`config.mk`:
```
export PLATFORM = sky130hd
export DESIGN_NAME = modulator_pam
export DESIGN_NICKNAME = d
export VERILOG_FILES = /design/src/rtl/modulator_pam_pkg.sv /design/src/rtl/modulator_pam_dac_serializer.sv /design/src/rtl/modulator_pam.sv
export SDC_FILE = /design/constraint.sdc
export NUM_CORES = 1
export LEC_CHECK = 0
export CORE_MARGIN = 5
export CORE_UTILIZATION = 25
export CTS_CLUSTER_SIZE = 12
export DETAILED_ROUTE_END_ITERATION = 8
export GPL_TIMING_DRIVEN = 0
export PLACE_DENSITY_LB_ADDON = 0.05
export SKIP_CTS_REPAIR_TIMING = 1
export SYNTH_ARGS = -nofsm -noshare
export SYNTH_HDL_FRONTEND = slang
export SYNTH_SLANG_ARGS = --single-unit
```
`constraint.sdc`:
```
create_clock -name clk -period 4.85 [get_ports clk]
set_input_delay 0.97 -clock clk [delete_from_list [all_inputs] [get_ports clk]]
set_output_delay 0.97 -clock clk [all_outputs]
set_load 0.02 [all_outputs]
```
`src/rtl/modulator_pam_pkg.sv`:
```
// Shared definitions for the PAM-4 modulator.
//   state_e       : top-level FSM states
//   sym_level     : 2-bit symbol to DAC level (L1 = L3/3, L3 = full scale)
//   params_legal  : elaboration-time sanity check of the block parameters
package modulator_pam_pkg;

  typedef enum logic [1:0] {StIdle, StFetch, StLoad, StRun} state_e;

  // Level is returned 32 bits wide; callers take the low `width` bits.
  function automatic logic [31:0] sym_level(input logic [1:0] sym, input int unsigned width);
    logic [31:0] l3;
    logic [31:0] l1;
    l3 = (32'd1 << width) - 32'd1;
    l1 = l3 / 32'd3;
    case (sym)
      2'b00:   sym_level = 32'd0;
      2'b01:   sym_level = l1;
      2'b10:   sym_level = l1 << 1;
      default: sym_level = l3;
    endcase
  endfunction

  // Symbol period must hold a whole frame plus the prefetch/capture slack.
  function automatic bit params_legal(input int unsigned sym_period,
                                      input int unsigned code_bits,
                                      input int unsigned frame_bits);
    params_legal = (code_bits >= 1) && (code_bits <= 31) && (frame_bits >= code_bits) &&
                   (sym_period >= 2 * frame_bits + 4);
  endfunction

endpackage

```
`src/rtl/modulator_pam_dac_serializer.sv`:
```
// Serial DAC frame generator.
//   clk, rst : clock, async active-low reset
//   start    : one-cycle pulse, loads word; frame begins on the next cycle
//   word     : frame word, sent MSB first
//   pwm      : serial data, each bit held for one bclk period (2 clk)
//   nsync    : frame sync, low for 2*FrameBits cycles
//   bclk     : clk/2 during the frame (high on even cycles), idle high
module modulator_pam_dac_serializer #(
  parameter int unsigned FrameBits = 16
) (
  input  logic                 clk,
  input  logic                 rst,
  input  logic                 start,
  input  logic [FrameBits-1:0] word,
  output logic                 pwm,
  output logic                 nsync,
  output logic                 bclk
);

  localparam int unsigned CntW = $clog2(2 * FrameBits);
  localparam logic [CntW-1:0] CntLast = CntW'(2 * FrameBits - 1);

  logic [CntW-1:0]      cnt_q;
  logic                 active_q;
  logic [FrameBits-1:0] sh_q;
  logic                 nsync_q;
  logic                 bclk_q;

  always_ff @(posedge clk or negedge rst) begin
    if (!rst) begin
      cnt_q    <= '0;
      active_q <= 1'b0;
      sh_q     <= '0;
      nsync_q  <= 1'b1;
      bclk_q   <= 1'b1;
    end else if (start) begin
      cnt_q    <= '0;
      active_q <= 1'b1;
      sh_q     <= word;
      nsync_q  <= 1'b0;
      bclk_q   <= 1'b1;
    end else if (active_q) begin
      // Shift after the bclk-low cycle; after the last bit the register is all zero,
      // which leaves pwm low between frames.
      if (cnt_q[0]) sh_q <= sh_q << 1;
      if (cnt_q == CntLast) begin
        cnt_q    <= '0;
        active_q <= 1'b0;
        nsync_q  <= 1'b1;
        bclk_q   <= 1'b1;
      end else begin
        cnt_q  <= cnt_q + 1'b1;
        bclk_q <= cnt_q[0];
      end
    end
  end

  assign pwm   = sh_q[FrameBits-1];
  assign nsync = nsync_q;
  assign bclk  = bclk_q;

endmodule

```
`src/rtl/modulator_pam.sv`:
```
// Baseband PAM-4 modulator: fetches bytes from a FIFO, sends four 2-bit symbols per byte
// (bits 7:6 first), one serial DAC frame per symbol period.
//   clk, rst  : clock, async active-low reset
//   enable    : run enable
//   sample    : FIFO read data, valid the cycle after read
//   empty     : FIFO empty flag
//   read      : FIFO read strobe
//   pwm       : DAC serial data
//   nsync     : DAC frame sync, active low
//   bclk      : DAC bit clock
//   symb_clk  : symbol-rate strobe, high for the first half of each symbol in RUN
module modulator_pam
  import modulator_pam_pkg::*;
#(
  parameter int unsigned PARAMETER01 = 1200,
  parameter int unsigned PARAMETER02 = 12,
  parameter int unsigned PARAMETER03 = 16
) (
  input  logic       clk,
  input  logic       rst,
  input  logic       enable,
  input  logic [7:0] sample,
  input  logic       empty,
  output logic       read,
  output logic       pwm,
  output logic       nsync,
  output logic       bclk,
  output logic       symb_clk
);

  if (!params_legal(PARAMETER01, PARAMETER02, PARAMETER03)) begin : g_param_check
    $error("modulator_pam: illegal parameter combination");
  end

  localparam int unsigned ScW = $clog2(PARAMETER01);
  localparam logic [ScW-1:0] ScLast     = ScW'(PARAMETER01 - 1);
  localparam logic [ScW-1:0] ScCapture  = ScW'(PARAMETER01 - 2);
  localparam logic [ScW-1:0] ScPrefetch = ScW'(PARAMETER01 - 3);
  localparam logic [ScW-1:0] ScHalf     = ScW'(PARAMETER01 / 2);

  localparam logic [PARAMETER02-1:0] Lvl0 = PARAMETER02'(sym_level(2'd0, PARAMETER02));
  localparam logic [PARAMETER02-1:0] Lvl1 = PARAMETER02'(sym_level(2'd1, PARAMETER02));
  localparam logic [PARAMETER02-1:0] Lvl2 = PARAMETER02'(sym_level(2'd2, PARAMETER02));
  localparam logic [PARAMETER02-1:0] Lvl3 = PARAMETER02'(sym_level(2'd3, PARAMETER02));

  state_e           state_q;
  logic [ScW-1:0]   sc_q;
  logic [1:0]       si_q;
  logic [7:0]       byte_q;
  logic             pf_q;    // next byte already read at the prefetch point

  logic             sym_end;
  logic             prefetch;
  logic             cont;
  logic             start;
  logic [1:0]       nsi;
  logic [1:0]       sym;
  logic [PARAMETER02-1:0] level;
  logic [PARAMETER03-1:0] word;

  assign sym_end  = (state_q == StRun) && (sc_q == ScLast);
  assign prefetch = (state_q == StRun) && (si_q == 2'd3) && (sc_q == ScPrefetch) &&
                    enable && !empty;
  assign cont     = enable && ((si_q != 2'd3) || pf_q);
  assign nsi      = si_q + 2'd1;

  assign read     = (state_q == StFetch) || prefetch;
  assign symb_clk = (state_q == StRun) && (sc_q < ScHalf);

  // The serializer is started one cycle ahead of sc=0 so its registered outputs line
  // up with the symbol. On the first symbol the byte is still on the FIFO bus.
  always_comb begin
    start = 1'b0;
    sym   = 2'b00;
    if (state_q == StLoad) begin
      start = 1'b1;
      sym   = sample[7:6];
    end else if (sym_end && cont) begin
      start = 1'b1;
      case (nsi)
        2'd0:    sym = byte_q[7:6];
        2'd1:    sym = byte_q[5:4];
        2'd2:    sym = byte_q[3:2];
        default: sym = byte_q[1:0];
      endcase
    end
  end

  always_comb begin
    case (sym)
      2'b00:   level = Lvl0;
      2'b01:   level = Lvl1;
      2'b10:   level = Lvl2;
      default: level = Lvl3;
    endcase
    word = PARAMETER03'(level);
  end

  always_ff @(posedge clk or negedge rst) begin
    if (!rst) begin
      state_q <= StIdle;
      sc_q    <= '0;
      si_q    <= '0;
      byte_q  <= '0;
      pf_q    <= 1'b0;
    end else begin
      case (state_q)
        StIdle: begin
          if (enable && !empty) state_q <= StFetch;
        end
        StFetch: state_q <= StLoad;
        StLoad: begin
          byte_q  <= sample;
          sc_q    <= '0;
          si_q    <= '0;
          pf_q    <= 1'b0;
          state_q <= StRun;
        end
        StRun: begin
          if (prefetch) pf_q <= 1'b1;
          if (pf_q && (sc_q == ScCapture)) byte_q <= sample;
          if (sc_q == ScLast) begin
            sc_q <= '0;
            pf_q <= 1'b0;
            if (cont) begin
              si_q <= nsi;
            end else begin
              si_q    <= '0;
              state_q <= StIdle;
            end
          end else begin
            sc_q <= sc_q + 1'b1;
          end
        end
        default: state_q <= StIdle;
      endcase
    end
  end

  modulator_pam_dac_serializer #(
    .FrameBits(PARAMETER03)
  ) u_dac_serializer (
    .clk  (clk),
    .rst  (rst),
    .start(start),
    .word (word),
    .pwm  (pwm),
    .nsync(nsync),
    .bclk (bclk)
  );

endmodule

```
; Word-level counts from Yosys, hierarchy flattened
; Index checks and enable logic that the tools add are counted.
[word_totals]
regBits = 48
output_inout_bits = 5
word_cells = 93
[op_classes]
add_sub_neg = 3
order_cmp = 1
eq_ne = 18
mux = 35
n_reduce_logical = 26
[op_table]
columns = operator, count
row1 = 16-bit two-way mux, 3
row2 = 12-bit case mux with 3 select lines, 1
row3 = 11-bit == test (second input constant), 3
row4 = 11-bit case mux with 2 select lines, 1
row5 = 8-bit case mux with 2 select lines, 1
row6 = 5-bit two-way mux, 3
row7 = 2-bit two-way mux, 7
row8 = 1-bit two-way mux, 13
row9 = 11-bit by 1-bit adder with 11-bit output (second input constant), 1
row10 = 11-bit by 10-bit < comparator with 1-bit output (second input constant), 1
row11 = 11-bit two-way mux, 1
row12 = 2-bit == test (second input constant), 5
row13 = 1-bit logical AND, 10
row14 = 2-bit AND reduction, 5
row15 = 8-bit two-way mux, 1
row16 = 2-bit case mux with 4 select lines, 1
row17 = 2-bit nonzero test, 4
row18 = 2-bit by 1-bit == test with 1-bit output (second input constant), 3
row19 = 2-bit zero test, 3
row20 = 2-bit inequality test (second input constant), 3
row21 = 2-bit case mux with 3 select lines, 1
row22 = 5-bit by 1-bit adder with 5-bit output (second input constant), 1
row23 = 5-bit == test (second input constant), 1
row24 = 2-bit by 1-bit inequality test with 1-bit output (second input constant), 2
row25 = 7 further kinds, 8

; Logic depth before layout (Yosys ltp)
; Gate-level depths: netlist of the first run.
[logic_depth]
depth_word = 9
depth_mapped = 7
ltp_nobuf = 7

; Modules after synthesis
; From an unflattened synthesis of the first run, not the netlist that was laid out.
[hier_totals]
cells_unflattened = 260
area_unflattened_um2 = 2646.3
[modules_own_cells]
columns = module, instances, cells_each, area_per_inst_um2, seq_area_each_um2
row1 = modulator_pam, 1, 156, 1522.7, 600.6
row2 = modulator_pam_dac_serializer, 1, 104, 1123.6, 603.1

; Worst setup path before layout of the first run
; No wires, ideal clock.
[synth_timing]
kind = input port to output port
from = input port empty
to = output port read
arrival_ns = 1.599
setup_slack_ns = 2.281
stages = 4
n_path_buf = 0
cell_sequence = nand2b_1 -> nor2_1 -> and2_1 -> or2_2
[synth_between]
elab_chain_len = 3
[synth_rtl]
columns = item, line
row1 = from (decl), modulator_pam.sv:23  ; input logic empty,
row2 = 1-bit zero test, modulator_pam.sv:63  ; enable && !empty;
row3 = 1-bit logical AND, modulator_pam.sv:63
row4 = 1-bit logical OR, modulator_pam.sv:67  ; assign read = (state_q == StFetch) || prefetch;
row5 = to (decl), modulator_pam.sv:24  ; output logic read,
; Every way passes these cells.

; Final worst setup path of the first run
[layout_timing]
from = register sc_q[4]
to = output port read
[layout_between]
elab_chain_len = 5
[layout_rtl]
columns = item, line
row1 = from (decl), modulator_pam.sv:47  ; logic [ScW-1:0] sc_q;
row2 = from (signal assigned), modulator_pam.sv:132  ; sc_q <= sc_q + 1'b1;
row3 = 11-bit == test, modulator_pam.sv:62  ; assign prefetch = (state_q == StRun) && (si_q == 2'd3) && (sc_q == ScPrefetch) &&
row4 = 1-bit logical AND (2 in a row), modulator_pam.sv:62
row5 = 1-bit logical AND, modulator_pam.sv:63
row6 = 1-bit logical OR, modulator_pam.sv:67
; Every way passes these cells.

==> results.md, run 1 <==
* Yosys top cell by area: dfrtp_1
* Reg2Reg Setup Slack at 2410 ps
* Hold slack final at 521 ps
* Worst skew pair latency at 310 ps
* Total wire length at 6060 um
* Yosys top cell area share at 45.1%
* Routed wl met2 at 2770 um
* Clock share of power at 42.2%
* Sw frac at 21.9%
* Power Dens Cells at 249 nW/um^2
* Max H-tree Level at 2
* Final WS setup at 1210 ps
* Chip width at 111 um
* Post-Syn Area at 2550 um^2
* Endpoints failing hold at 0
* Pin count of the biggest net entering global routing at 32
* IO Pins at 17
* Worst hold stages at 1
* DR WL/cell at 15.1 um
* Metal-1 WL at 3030 um
* Status: complete, no violations
* Sequential share of the synthesized area at 47.2%
* Worst Hold Class: flop to flop
* Netlist cell types at 49
* Total GRT Usage at 10.2%
* Max Fclk at 275 MHz
* Clock sinks at 48
* Worst-path clk slew at 100 ps
* Starting DRT DRC Count at 76
* Yosys reg bits at 48
* Most frequent cells after synthesis: 46 x dfrtp_1, 18 x nand2_1, 14 x ha_1, 14 x o21ai_0, 12 x nor2_1
* CP endpoint kind: output port
* Worst EP required at 3880 ps
* Leading post-synthesis cells by cell area: dfrtp_1 45%, ha_1 6.9%, mux2_2 4.4%, a2bb2oi_1 3.8%, o221ai_1 3.8%
* Max layer used: met4
* HPWL after DPL at 4310 um
* RSZ-0062 raised after global routing: false
* Ys async rst share at 100%
* Count leader, synth: dfrtp_1
* Rows at 36
* Initial Util at 25.8%
* Final setup vio count at 0
* GP Congestion at 0.674
* Count of pins over their slew limit at 0
* Worst Path Max Fanout at 6
* Slew @ Worst Pin at 1040 ps
* Main synth FF type: dfrtp_1
* Worst Setup SP: sc_q[4]
* Reg power frac at 54.1%
* Met3 wire length at 150 um
* Core box area at 9860 um^2
* Root Driver: clkbuf_8
* Max Cap Viol at 0
* Worst reg2reg path depth at 5
* Syn Inst Count at 244
* Internal power consumption at 585 uW
* Clk buf depth at 2
* Reg-to-Reg Start: sc_q[0]
* Via count at 1925
* Synth Net Count at 270
* Capturing point of the worst reg2reg path: si_q[0]
* Worst EP arrival at 2670 ps
* Via density at 4.79
* CTS tree: built
* Logic pwr share at 3.7%
* Switch Pwr at 164 uW
* Leak at 0.00135 uW
* Peak supply drop at 0.148 mV
* Die Height at 111 um
* Die ar. at 12300 um^2
* Total CTS buffers at 5
* Share of cells above drive strength 1 at 12.6%
* GRT Residual Overflow at 0
* Min Tclk post-route at 3640 ps
* CP Capture Point: read
* Class of the most critical setup path: flop to output port
* Initial antenna violation count at 0
* Initial DRT Pass Iterations at 4
* Mapped Avg Cell Area at 10.5 um^2
* Setup TNS at 0 ps
* PortBufs at 16
* Setup Skew at 5.61 ps
* Slew headroom at 30.0%
* Post-DRT Antenna Nets at 0
* Layout Nets at 294
* Synthesis Warnings at 0
* Antenna diodes at 0
* Residual DRC at 0
* Part of the cycle the worst path needs at 75.1%
* First-pass GRT wire length at 10300 um
* Critical path launch point type: flop
* Pre-CTS WS at 1300 ps
* Layout overhead on the synthesized area at 18.2%
* Number of global-route vias before repair at 2019
* Post-synth EDFFs at 0
-- logic make-up (layout without fill, tap and decap cells) --
group                    count (synthesis)  in the layout  share of synthesized area, %
flip-flops                              48             48                          47.2
buffers and inverters                   24             49                          4.02
AO/OA/AOI/OAI                           74             74                          21.7
adder cells (fa/ha/maj)                 14             14                          6.87
AND/OR/NAND/NOR                         69             69                          13.9
XOR/XNOR                                 1              1                         0.344
multiplexers                            14             14                          5.99
-- critical path, stage by stage (launching register included) --
cell             delay [ps]
dfrtp_1                 450
or3b_4                  440
nor3_1                  540
and2_1                  240
or2_2                   110
clkdlybuf4s50_1         590
-- power by group through the flow --
stage	clock network (uW)	registers [uW]	logic, uW
floorplan	0	412	7.32
global placement	0	413	27.5
detailed placement	0	413	29.0
CTS	330	405	29.0
global route	342	406	31.8
finish	316	405	27.5
-- layout by cell type, fill, tap and decap left out, types with 2 or more instances in the layout --
master / n
a41oi_1: 2
ha_1: 14
dfstp_2: 2
nand3_1: 8
nor4_1: 2
clkbuf_1: 7
buf_2: 5
nor2_1: 12
o221ai_1: 11
a222oi_1: 2
clkdlybuf4s50_1: 15
nor3_1: 4
nand2b_1: 7
a21o_1: 3
or2_2: 3
mux2i_1: 4
o22ai_1: 2
inv_1: 11
a21oi_1: 11
nor2b_1: 2
clkbuf_8: 6
o21ai_0: 14
o211ai_1: 2
a2bb2oi_1: 11
and2_1: 4
and3_1: 3
dfrtp_1: 46
mux2_2: 10
o31ai_1: 2
nand2_1: 18
a31oi_1: 3
-- worst min-delay path by stage --
stage / startpoint / end / slack, ps
after global routing: u_dac_serializer.nsync / u_dac_serializer.nsync / 540
after floorplan: byte_q[4] / byte_q[4] / 480
after CTS: byte_q[7] / byte_q[7] / 530
after detailed placement: byte_q[7] / byte_q[7] / 510
after global placement: byte_q[1] / byte_q[1] / 500
final: byte_q[1] / byte_q[1] / 520
-- layer usage --
metal / vias up / GRT usage (%)
li1: 951 / -
met1: 940 / 13.7
met2: 25 / 16.1
met3: 9 / 2.07
met4: 0 / 3.94
met5: - / 0
-- cell type report --
cell class	count	area, um^2
multi-input combinational	172	1240
timing repair buffer	17	175
clock inverter	2	38.8
buffer	13	61.3
inverter	11	41.3
fill	1050	6850
clock buffer	6	82.6
sequential	48	1200
tap	133	166
-- sequential cells by signal (all words and copies together) (netlist names) --
name / count
si_q: 2
u_dac_serializer.sh_q: 16
pf_q: 1
u_dac_serializer.cnt_q: 5
byte_q: 8
state_q: 2
u_dac_serializer.active_q: 1
u_dac_serializer.bclk: 1
u_dac_serializer.nsync: 1
sc_q: 11
-- per-stage QoR --
stage	area, um^2	cells	power, uW	utilization, %
floorplan	2550	244	420	-
global placement	2880	393	441	29.2
detailed placement	2890	394	442	29.3
CTS	3010	402	764	30.5
global route	3010	402	779	30.5
finish	3010	402	749	30.5
Power figures use the tool's default switching activity.
==> run 2, diff against run 1 <==
- clock period: 4.85 -> 3.5 ns (I/O delays scaled with it)
==> results of run 2 <==
Same layout as run 1 (identical final DEF). Status: complete, no violations.
Main changes from that run: setup slack after placement 1300 ps -> 490 ps; setup slack after layout 1210 ps -> 129 ps; hold slack 521 ps -> 322 ps; register-to-register setup slack 2410 ps -> 1060 ps; total power 749 uW -> 1040 uW; worst IR drop on VDD 0.148 mV -> 0.205 mV
==> run 3, diff against run 2 <==
- CTS_BUF_LIST: default -> sky130_fd_sc_hd__clkbuf_4 sky130_fd_sc_hd__clkbuf_8
- REMOVE_ABC_BUFFERS: default -> 1
==> results.md, run 3 (synthesized netlist as in run 1, its figures left out) <==
* HPWL after DPL at 4210 um
* Pin count of the biggest net entering global routing at 34
* Max Fclk at 317 MHz
* IO Pins at 17
* Slowest CP cell: clkdlybuf4s50_1
* Worst-path clk slew at 100 ps
* Layout Nets at 281
* CTS tree: built
* Starting DRT DRC Count at 82
* Core box area at 9860 um^2
* Worst EP required at 2800 ps
* Total wire length at 6170 um
* Initial Util at 25.8%
* Final Util at 29.7%
* Worst skew pair latency at 310 ps
* Slew headroom at 16.8%
* Die Height at 111 um
* Leak at 0.00131 uW
* Final setup vio count at 0
* Post-DRT Antenna Nets at 0
* Via density at 4.83
* Total GRT Usage at 10.6%
* RSZ-0062 raised after global routing: false
* Antenna diodes at 0
* Peak supply drop at 0.140 mV
* PortBufs at 16
* Most frequent cells in the layout: 46 x dfrtp_1, 18 x nand2_1, 15 x clkdlybuf4s50_1, 14 x o21ai_0, 14 x ha_1
* Max Cap Viol at 0
* DR WL/cell at 15.9 um
* GP Congestion at 0.672
* Worst Hold Class: primary input to asynchronous set/reset pin
* Initial DRT Pass Iterations at 4
* Clock sinks at 48
* Top reg by flops: u_dac_serializer.sh_q
* Number of global-route vias before repair at 1930
* Setup Skew at 13.3 ps
* Total CTS buffers at 5
* Critical path launch point type: flop
* Share of cells above drive strength 1 at 11.7%
* Part of the cycle the worst path needs at 90.0%
* Clk buf depth at 2
* Root Driver: clkbuf_8
* Slew @ Worst Pin at 1240 ps
* Max FFs per register at 16
* Setup TNS at 0 ps
* Rows at 36
* Worst Path Max Fanout at 6
* Die ar. at 12300 um^2
* Worst EP arrival at 2450 ps
* CP endpoint kind: output port
* CP peak stage delay at 590 ps
* Hold slack final at 307 ps
* Class of the most critical setup path: flop to output port
* Chip width at 111 um
* Count of pins over their slew limit at 0
* Power Dens Cells at 329 nW/um^2
* Initial antenna violation count at 0
* Min Tclk post-route at 3150 ps
* Status: complete, no violations
* Most common cell after layout, fill and taps aside: dfrtp_1
* Via count at 1880
* CP Cell Sequence: or3b_4 -> nor3_2 -> and2_1 -> or2_2 -> clkdlybuf4s50_1
* Endpoints failing hold at 0
* GRT Residual Overflow at 0
* Residual DRC at 0
* Max H-tree Level at 2
* Layout overhead on the synthesized area at 15.0%
* Biggest regs: u_dac_serializer.sh_q: 16 flops, sc_q: 11 flops, byte_q: 8 flops
* First-pass GRT wire length at 10700 um
==> run 3: per-stage QoR <==
step | std cells | setup slack [ps] | instance area (um^2) | total power [uW]
floorplan | 231 | 1290 | 2490 | 581
global placement | 380 | 45.7 | 2820 | 611
detailed placement | 381 | 415 | 2830 | 613
CTS | 389 | 133 | 2930 | 990
global route | 389 | 206 | 2930 | 1010
finish | 389 | 350 | 2930 | 964
==> run 3: layer usage <==
layer  part of all wire, %  wire [um]  global-route usage, %  up-vias
met2                    43       2660                   15.3       27
met4                  0.89         55                   3.45        0
met1                    53       3290                   15.7      924
met5                     0          0                      0        -
met3                   2.6        163                   2.02        2
li1                      -          -                      -      927
==> run 3: final cells by class <==
| class | instances | area [um^2] |
|---|---|---|
| multi-input combinational | 172 | 1250 |
| fill | 1030 | 6930 |
| sequential | 48 | 1200 |
| inverter | 11 | 41.3 |
| clock inverter | 2 | 13.8 |
| clock buffer | 6 | 82.6 |
| tap | 133 | 166 |
| timing repair buffer | 17 | 175 |
==> run 3: worst paths after layout <==
path | from | slack, ps | end | cells past startpoint
setup / recovery | sc_q[4] | 350 | read | 5
hold / removal | rst | 310 | u_dac_serializer.cnt_q[3] | 1
setup reg to reg | si_q[0] | 770 | u_dac_serializer.active_q | 5
hold reg to reg | byte_q[1] | 520 | byte_q[1] | 1
max in group asynchronous | rst | 2610 | u_dac_serializer.bclk | 2
min in group clk | byte_q[1] | 520 | byte_q[1] | 1
==> run 3: critical path: cells and delay by family (launching register included) <==
kind | cells | cell delay [ps]
AND/OR/NAND/NOR | 4 | 1110
flip-flops | 1 | 440
buffers and inverters | 1 | 590
==> run 3: power breakdown <==
part,internal (uW),total [uW],leakage [uW],switching [uW]
sequential,559,562,0.000612,2.59
combinational,17.9,39.0,0.000646,21.0
clock,162,364,0.0000516,202
total,739,964,0.00131,225
